### src/rtl/vram_write_port.sv
// VRAM write feeder: buffers write requests in a small FIFO and commits them
// to video RAM only while the GPU is outside the visible area.
module vram_write_port #(
  parameter int ADDR_W = 15,
  parameter int DATA_W = 8,
  parameter int DEPTH  = 8,
  parameter int LVL_W  = 4
) (
  input  logic              clk,
  input  logic              rst,
  input  logic              wr_valid,
  output logic              wr_ready,
  input  logic [ADDR_W-1:0] wr_addr,
  input  logic [DATA_W-1:0] wr_data,
  input  logic              visible,
  output logic              bus_own,
  output logic [ADDR_W-1:0] vram_addr,
  output logic [DATA_W-1:0] vram_data,
  output logic              vram_data_oe,
  output logic              vram_we,
  output logic [LVL_W-1:0]  level,
  output logic              overflow
);

  localparam int IDX_W = $clog2(DEPTH);

  typedef enum logic [1:0] {IDLE, SETUP, STROBE, HOLD} state_t;

  state_t state, state_nxt;

  logic [ADDR_W-1:0] addr_mem [DEPTH];
  logic [DATA_W-1:0] data_mem [DEPTH];
  logic [LVL_W-1:0]  wr_ptr, rd_ptr;
  logic              push, pop;

  logic              bus_own_d, we_d;
  logic [ADDR_W-1:0] addr_d;
  logic [DATA_W-1:0] data_d;

  // Pointers carry one extra wrap bit so full and empty are distinguishable.
  assign level    = wr_ptr - rd_ptr;
  assign wr_ready = (level != LVL_W'(DEPTH)) & ~rst;
  assign push     = wr_valid & wr_ready;
  assign pop      = (state == STROBE) & ~visible & ~rst;

  always_ff @(posedge clk) begin
    if (push) begin
      addr_mem[wr_ptr[IDX_W-1:0]] <= wr_addr;
      data_mem[wr_ptr[IDX_W-1:0]] <= wr_data;
    end
  end

  always_ff @(posedge clk) begin
    if (rst) begin
      wr_ptr <= '0;
      rd_ptr <= '0;
    end else begin
      if (push) wr_ptr <= wr_ptr + 1'b1;
      if (pop)  rd_ptr <= rd_ptr + 1'b1;
    end
  end

  always_ff @(posedge clk) begin
    if (rst)                        overflow <= 1'b0;
    else if (wr_valid && !wr_ready) overflow <= 1'b1;
  end

  always_ff @(posedge clk) begin
    if (rst) state <= IDLE;
    else     state <= state_nxt;
  end

  // Any sign of the visible area aborts the cycle; the entry stays at the head.
  always_comb begin
    state_nxt = state;
    case (state)
      IDLE:    if (level != '0 && !visible) state_nxt = SETUP;
      SETUP:   state_nxt = visible ? IDLE : STROBE;
      STROBE:  state_nxt = visible ? IDLE : HOLD;
      HOLD:    state_nxt = IDLE;
      default: state_nxt = IDLE;
    endcase
  end

  always_comb begin
    bus_own_d = (state_nxt != IDLE);
    we_d      = (state_nxt == STROBE);
    addr_d    = vram_addr;
    data_d    = vram_data;
    if (state == IDLE && state_nxt == SETUP) begin
      addr_d = addr_mem[rd_ptr[IDX_W-1:0]];
      data_d = data_mem[rd_ptr[IDX_W-1:0]];
    end
  end

  always_ff @(posedge clk) begin
    if (rst) begin
      bus_own   <= 1'b0;
      vram_we   <= 1'b0;
      vram_addr <= '0;
      vram_data <= '0;
    end else begin
      bus_own   <= bus_own_d;
      vram_we   <= we_d;
      vram_addr <= addr_d;
      vram_data <= data_d;
    end
  end

  assign vram_data_oe = bus_own;

endmodule

### config.mk
export PLATFORM = sky130hd
export DESIGN_NAME = vram_write_port
export DESIGN_NICKNAME = d
export VERILOG_FILES = /design/src/rtl/vram_write_port.sv
export SDC_FILE = /design/constraint.sdc
export NUM_CORES = 1
export LEC_CHECK = 0
export CORE_MARGIN = 2
export CORE_UTILIZATION = 30
export CTS_CLUSTER_DIAMETER = 100
export DETAILED_ROUTE_END_ITERATION = 12
export SLEW_MARGIN = 40
export SYNTH_ARGS = -nofsm -noshare
export SYNTH_HDL_FRONTEND = slang
export SYNTH_SLANG_ARGS = --single-unit
### constraint.sdc
create_clock -name clk -period 5.7 [get_ports clk]
set_input_delay 1.14 -clock clk [delete_from_list [all_inputs] [get_ports clk]]
set_output_delay 1.14 -clock clk [all_outputs]
set_load 0.1 [all_outputs]
==> flow_summary_export.csv, run 1 <==
group,metric,value,unit
route,drc_errors,0,
power,p_int,2.78,mW
global_routing,antenna_found_initial,0,
synthesis,yosysSeqAreaShare,73.9,%
setup_path,path_buf_inv,3,
route,viasPerCell,4.56,
setup_path,cp_top_family,"adder cells",
floorplan,die_height,172,um
global_routing,grt_pass1_vias,4395,
cts,numCtsBuffers,22,
cts,post_cts.repair.setup_buffers,0,
power,power.switching,1.01,mW
cts,cts_root_buffer,"clkbuf_16",
worst_hold_path,holdCritStartpoint,"overflow",
worst_hold_path,holdPathStages,2,
cells_and_area,drive_gt1_share,29.4,%
cells_and_area,multi_input_area,0.00211,sq mm
synthesis,yosysWarnings,0,
synthesis,synthMuxAreaShare,15.3,%
power,p_per_area,375,mW/mm^2
timing,fin_crit_sh,68.2,%
synthesis,synth_top_cell_by_area,"edfxtp_1",
floorplan,design.core.area,0.0278,sq mm
synthesis,yosys-top-cells-area,"edfxtp_1, mux4_2, dfxtp_1",
timing,finalClockSkew,0.0162,ns
synthesis,synthArstFlopShare,0,%
global_routing,overflow,0,
floorplan,io_pins,59,
power,vdd_drop_max,0.218,mV
setup_path,path_cells,"inv_1, ha_1, inv_1, fa_1, nor3_2, a21oi_1, buf_4",
run,maxCapViolations,0,
synthesis,synth_area,0.00845,sq mm
setup_path,path_class,"register to primary output",
cells_and_area,num_antenna_cells,0,
cts,cts_max_level,1,
synthesis,synth-xor-area-share,0.726,%
setup_path,r2r_start,"wr_ptr[1]",
place,hpwl,9800,um
cells_and_area,finalNetCount,538,
cts,clk_pin_slew,0.06,ns
cts,clk_path_buf_depth,3,
synthesis,syn_area_per_cell,19.5,sq um
global_routing,grt_start_max_net_pins,49,
cells_and_area,post-route-util,36.5,%
route,dr.first_iter.drc_count,333,
route,dr.pass1.iters,6,
place,place_ws,2.19,ns
cells_and_area,fill_cells,2601,
timing,finalSetupViolCount,0,
setup_path,r2r-end,"addr_mem[2][2]",
timing,finalHoldViolations,0,
global_routing,grtUsageTotal,11.5,%
setup_path,cp_data_arrival_time,2.75,ns
cts,clock_latency,0.50,ns
synthesis,synth_nets,466,
cells_and_area,final-seq-area,0.00625,sq mm
synthesis,synth_cell_type_count,35,
timing,rsz0062_at_grt,"no",
cells_and_area,syn_to_final_growth,19.9,%
route,ant_nets,0,
global_routing,grt_pass1_wl,25600,um
synthesis,ys.flop_type,"edfxtp_1",
timing,fin_ws,1.81,ns
setup_path,rrSetupSlack,2.45,ns
setup_path,start_kind,"register",
floorplan,die_area,0.0295,sq mm
power,switching_share,26.7,%
floorplan,die_x,172,um
cts,postCtsResizedCells,0,
floorplan,rows,61,
power,leakage,3.22,nW
place,io_buffers,58,
synthesis,synth_edf_count,184,
synthesis,synth_top_family_by_area,"multiplexers",
power,pwr-share-clk,37.8,%
timing,slew_headroom,50.3,%
synthesis,yosys.area.top_type_share,65.4,%
cts,cts.sinks,220,
worst_hold_path,holdPathEnd,"overflow",
route,wirelength,16400,um
timing,min_period,3.89,ns
setup_path,worst_setup_path_end_kind,"primary output",
timing,max_freq,257,MHz
setup_path,cpMostUsedCell,"inv_1",
worst_hold_path,worstHoldPathType,"register to register",
floorplan,start_util,30.4,%
cts,ctsHoldBuffers,0,
synthesis,ys_ff_latch,220,
synthesis,syn_inst,433,
timing,slew_viol_final,0,
timing,worstMarginPinSlew,0.745,ns
power,pwr-share-seq,48.2,%
setup_path,crit_fanout,8,
route,wl_per_cell,18.3,um
setup_path,reg2regPathDepth,7,
setup_path,cp_slowest_cell,"dfxtp_1",
synthesis,synthAdderAreaFrac,0.978,%
cts,cts_tree,"yes",
power,combPwrFrac,14.0,%
synthesis,synthSimpleGateAreaFrac,3.57,%
place,place_congestion,0.690,
run_status,status,"finished, final reports clean",
synthesis,synth-compound-area-share,3.51,%
route,vias,4095,
setup_path,worstPathRequired,4.56,ns
setup_path,cpPeakStageDelay,0.50,ns
worst max-delay path by stage:
stage | startpoint | endpoint | slack, ns | cells past startpoint
4_1_cts | wr_ptr[0] | wr_ready | 1.77 | 7
6_report | wr_ptr[0] | wr_ready | 1.81 | 7
3_5_place_dp | visible | vram_addr[6] | 2.19 | 6
3_3_place_gp | wr_valid | addr_mem[2][14] | 1.99 | 4
2_1_floorplan | rd_ptr[2] | addr_mem[1][0] | -0.40 | 9
5_1_grt | wr_ptr[0] | wr_ready | 1.62 | 7
synthesized netlist by cell type, types with 2 or more instances:
cell and number:
nand2b_1 4, xor2_1 3, edfxtp_1 184, a21oi_1 5, a211oi_2 10, xnor2_1 4
dfxtp_1 36, inv_1 7, buf_4 5, nand2_1 5, mux4_2 46, ha_1 5
a211oi_1 13, nor3_1 4, buf_2 13, nand4_1 2, clkbuf_1 6, nor4_1 4
nor2_1 33, mux2i_1 26, or3_1 2, a21o_1 2, or2_2 2
final cells by class:
class / count / share of cell area [%]
clock inverter: 9 / 0.939
clock buffer: 31 / 6.28
multi-input combinational: 181 / 20.8
tap: 378 / 4.67
inverter: 7 / 0.259
sequential: 220 / 61.7
timing repair buffer: 73 / 5.32
power groups by stage:
stage	sequential (mW)	combinational [mW]	clock (mW)
2_1_floorplan	2.09	0.192	0
3_3_place_gp	1.87	0.563	0
3_5_place_dp	1.87	0.537	0
4_1_cts	1.83	0.538	1.48
5_1_grt	1.84	0.562	1.54
6_report	1.83	0.531	1.44
metrics by stage:
stage,power (mW),setup TNS [ns],cell area (sq um),hold slack [ns],cells
after floorplan,2.28,-34.36,8450,0.532,433
after global placement,2.43,0,9530,0.479,858
after detailed placement,2.40,0,9390,0.473,859
after CTS,3.85,0,10100,0.488,899
after global routing,3.94,0,10100,0.503,899
final,3.80,0,10100,0.475,899
cell usage in the layout (no fill, tap or decap), drive strengths merged, types with 2 or more instances in the layout:
master           n
edfxtp         184
buf             48
mux4            46
dfxtp           36
nor2            33
clkbuf          31
mux2i           26
clkdlybuf4s50   25
a211oi          23
inv              8
clkinv           6
nand2            5
a21oi            5
ha               5
nor3             5
nand2b           4
nor4             4
xnor2            4
xor2             3
or3              3
a21o             2
or2              2
nand4            2
bufinv           2
a31oi            2
worst min-delay path, cell delays in order, from the launching register on:
cell	delay (ns)
dfxtp_1	0.33
a31oi_1	0.05
nor2_1	0.07
registers in the layout, summed over array words and instances (netlist names):
name / count
rd_ptr: 4
data_mem: 64
vram_we: 1
wr_ptr: 4
vram_data: 8
state: 2
vram_addr: 15
overflow: 1
bus_own: 1
addr_mem: 120
logic make-up (layout without fill, tap and decap cells):
logic type                 after synthesis  in the layout
DFF                                    220            220
adders and majority gates                6              6
xor gates and xnor gates                 7              7
muxes                                   72             72
buffers and inverters                   32            120
and+or+nand+nor                         62             62
AOI/OAI and AO/OA                       34             34
layer usage:
layer | track usage (%) | part of all wire [%]
met5 | 0 | 0
met4 | 3.54 | 1.9
met2 | 20.1 | 51
met3 | 2.85 | 5.4
met1 | 14.0 | 42
(Power assumes the default switching activity.)
==> run 2: changes to the inputs <==
Clock period 5.7 ns to 3.5 ns, I/O delays scaled along.
==> run 2 against run 1 <==
Wire length shrank 0.13%; largest power group unchanged; combinational power is 75% higher; global-route usage is 0.089 points lower; via count increased by 0.66%; critical path depth did not move; non-clock buffer count rose by 4; critical endpoint unchanged.
==> flow_summary_export.csv, run 2 (synthesized netlist as in run 1, its figures left out) <==
group,metric,value,unit
run_status,status,"finished, final reports clean",
cts,ctsHoldBuffers,0,
timing,finalSetupViolCount,0,
route,drc_errors,0,
worst_hold_path,holdPathEnd,"overflow",
setup_path,path_cells,"inv_2, ha_1, inv_1, fa_2, nor3_4, a21oi_2, buf_12",
worst_hold_path,holdCritStartpoint,"overflow",
timing,max_freq,311,MHz
route,dr.pass1.iters,4,
route,ant_nets,0,
timing,min_period,3.22,ns
timing,slew_headroom,53.1,%
global_routing,grt_pass1_wl,25400,um
route,wirelength,16400,um
setup_path,r2r-end,"addr_mem[1][11]",
worst_hold_path,worstHoldPathType,"register to register",
run,maxCapViolations,0,
setup_path,cp_slowest_cell,"fa_2",
global_routing,overflow,0,
cts,clk_pin_slew,0.06,ns
cells_and_area,mostFrequentLayoutCells,"edfxtp_1, mux4_2, nor2_1",
setup_path,reg2regPathDepth,8,
setup_path,cpPeakStageDelay,0.48,ns
setup_path,cp_top_family,"adder cells",
cts,post_cts.repair.setup_buffers,0,
cts,cts_tree,"yes",
timing,fin_crit_sh,91.9,%
floorplan,start_util,30.4,%
power,leakage,3.29,nW
setup_path,path_buf_inv,3,
setup_path,cp_data_arrival_time,2.52,ns
place,hpwl,9930,um
timing,tns,0,ns
setup_path,worstPathRequired,2.80,ns
route,dr.first_iter.drc_count,210,
cells_and_area,finalNetCount,542,
cells_and_area,largest_register_ffs,120,
setup_path,crit_cells,7,
setup_path,r2r_start,"wr_ptr[2]",
timing,finalHoldViolations,0,
timing,worstMarginPinSlew,0.704,ns
global_routing,grtUsageTotal,11.4,%
timing,whs,0.491,ns
timing,slew_viol_final,0,
floorplan,die_height,172,um
place,place_congestion,0.714,
route,viasPerCell,4.56,
floorplan,design.core.area,0.0278,sq mm
power,vdd_drop_max,0.305,mV
timing,rsz0062_at_grt,"no",
power,finalPower,6.31,mW
floorplan,rows,61,
global_routing,grt_pass1_vias,4432,
cells_and_area,num_antenna_cells,0,
setup_path,rrSetupSlack,0.65,ns
power,p_per_area,608,mW/mm^2
cells_and_area,syn_to_final_growth,22.8,%
cells_and_area,post-route-util,37.3,%
route,wl_per_cell,18.2,um
route,vias,4122,
setup_path,worst_setup_path_end_kind,"primary output",
cells_and_area,fin_area,0.0104,sq mm
cts,clock_latency,0.51,ns
cts,clk_path_buf_depth,3,
setup_path,crit_fanout,8,
cts,cts_max_level,1,
cts,cts_root_buffer,"clkbuf_16",
cts,postCtsResizedCells,0,
worst_hold_path,holdPathStages,2,
floorplan,io_pins,59,
cells_and_area,drive_gt1_share,31.6,%
cts,cts.sinks,220,
setup_path,start_kind,"register",
timing,finalClockSkew,0.0229,ns
global_routing,grt_start_max_net_pins,49,
setup_path,path_class,"register to primary output",
place,placed_cell_area,0.00961,sq mm
global_routing,antenna_found_initial,0,
floorplan,die_area,0.0295,sq mm
cells_and_area,layout_commonest_cell,"edfxtp_1",
place,io_buffers,58,
cts,numCtsBuffers,22,
floorplan,die_x,172,um
-- run 2: metrics by stage --
step                worst slack, ns  instances
floorplan                    0.0123        433
global placement              0.682        863
detailed placement            0.620        863
CTS                           0.266        903
global route                  0.192        903
finish                        0.283        903
-- run 2: how the worst max path moves through the flow --
stage,startpoint,to,slack (ns)
after floorplan,wr_ptr[0],addr_mem[2][0],0.01
after global placement,wr_ptr[0],data_mem[1][1],0.68
after detailed placement,wr_ptr[2],data_mem[1][1],0.62
after CTS,wr_ptr[0],wr_ready,0.27
after global routing,wr_ptr[0],wr_ready,0.19
final,wr_ptr[0],wr_ready,0.28
-- run 2: metal layers --
metal	up-vias	part of all wire [%]	GRT usage, %	wire, um
met1	2155	43	14.0	7060
met2	54	52	20.8	8520
met4	0	2.3	3.47	380
li1	1887	-	-	-
met5	-	0	0	0
met3	26	2.8	1.54	453
-- run 2: report_power, final --
part	leakage (nW)	total, mW	switching (mW)	internal (mW)
Combinational	0.963	0.927	0.702	0.225
Sequential	1.96	2.98	0.0439	2.94
Clock	0.373	2.40	0.938	1.46
Total	3.29	6.31	1.68	4.62
-- run 2: worst reg2reg max path, cell delays in order, from the launching register on --
cell and delay, ns:
dfxtp_1 0.50, ha_4 0.28, and3b_1 0.22, o21ai_1 0.34
nand2_4 0.13, a21bo_1 0.19, buf_4 0.21, nor4_4 0.22
buf_4 0.41
-- run 2: layout make-up --
type,instances,area (sq um)
clock buffers,30,614
clock inverters,10,146
fillers,2544,17400
inverters,7,26.3
multi-input cells,181,2210
flip-flops and latches,220,6250
well taps,378,473
repair buffers,77,649
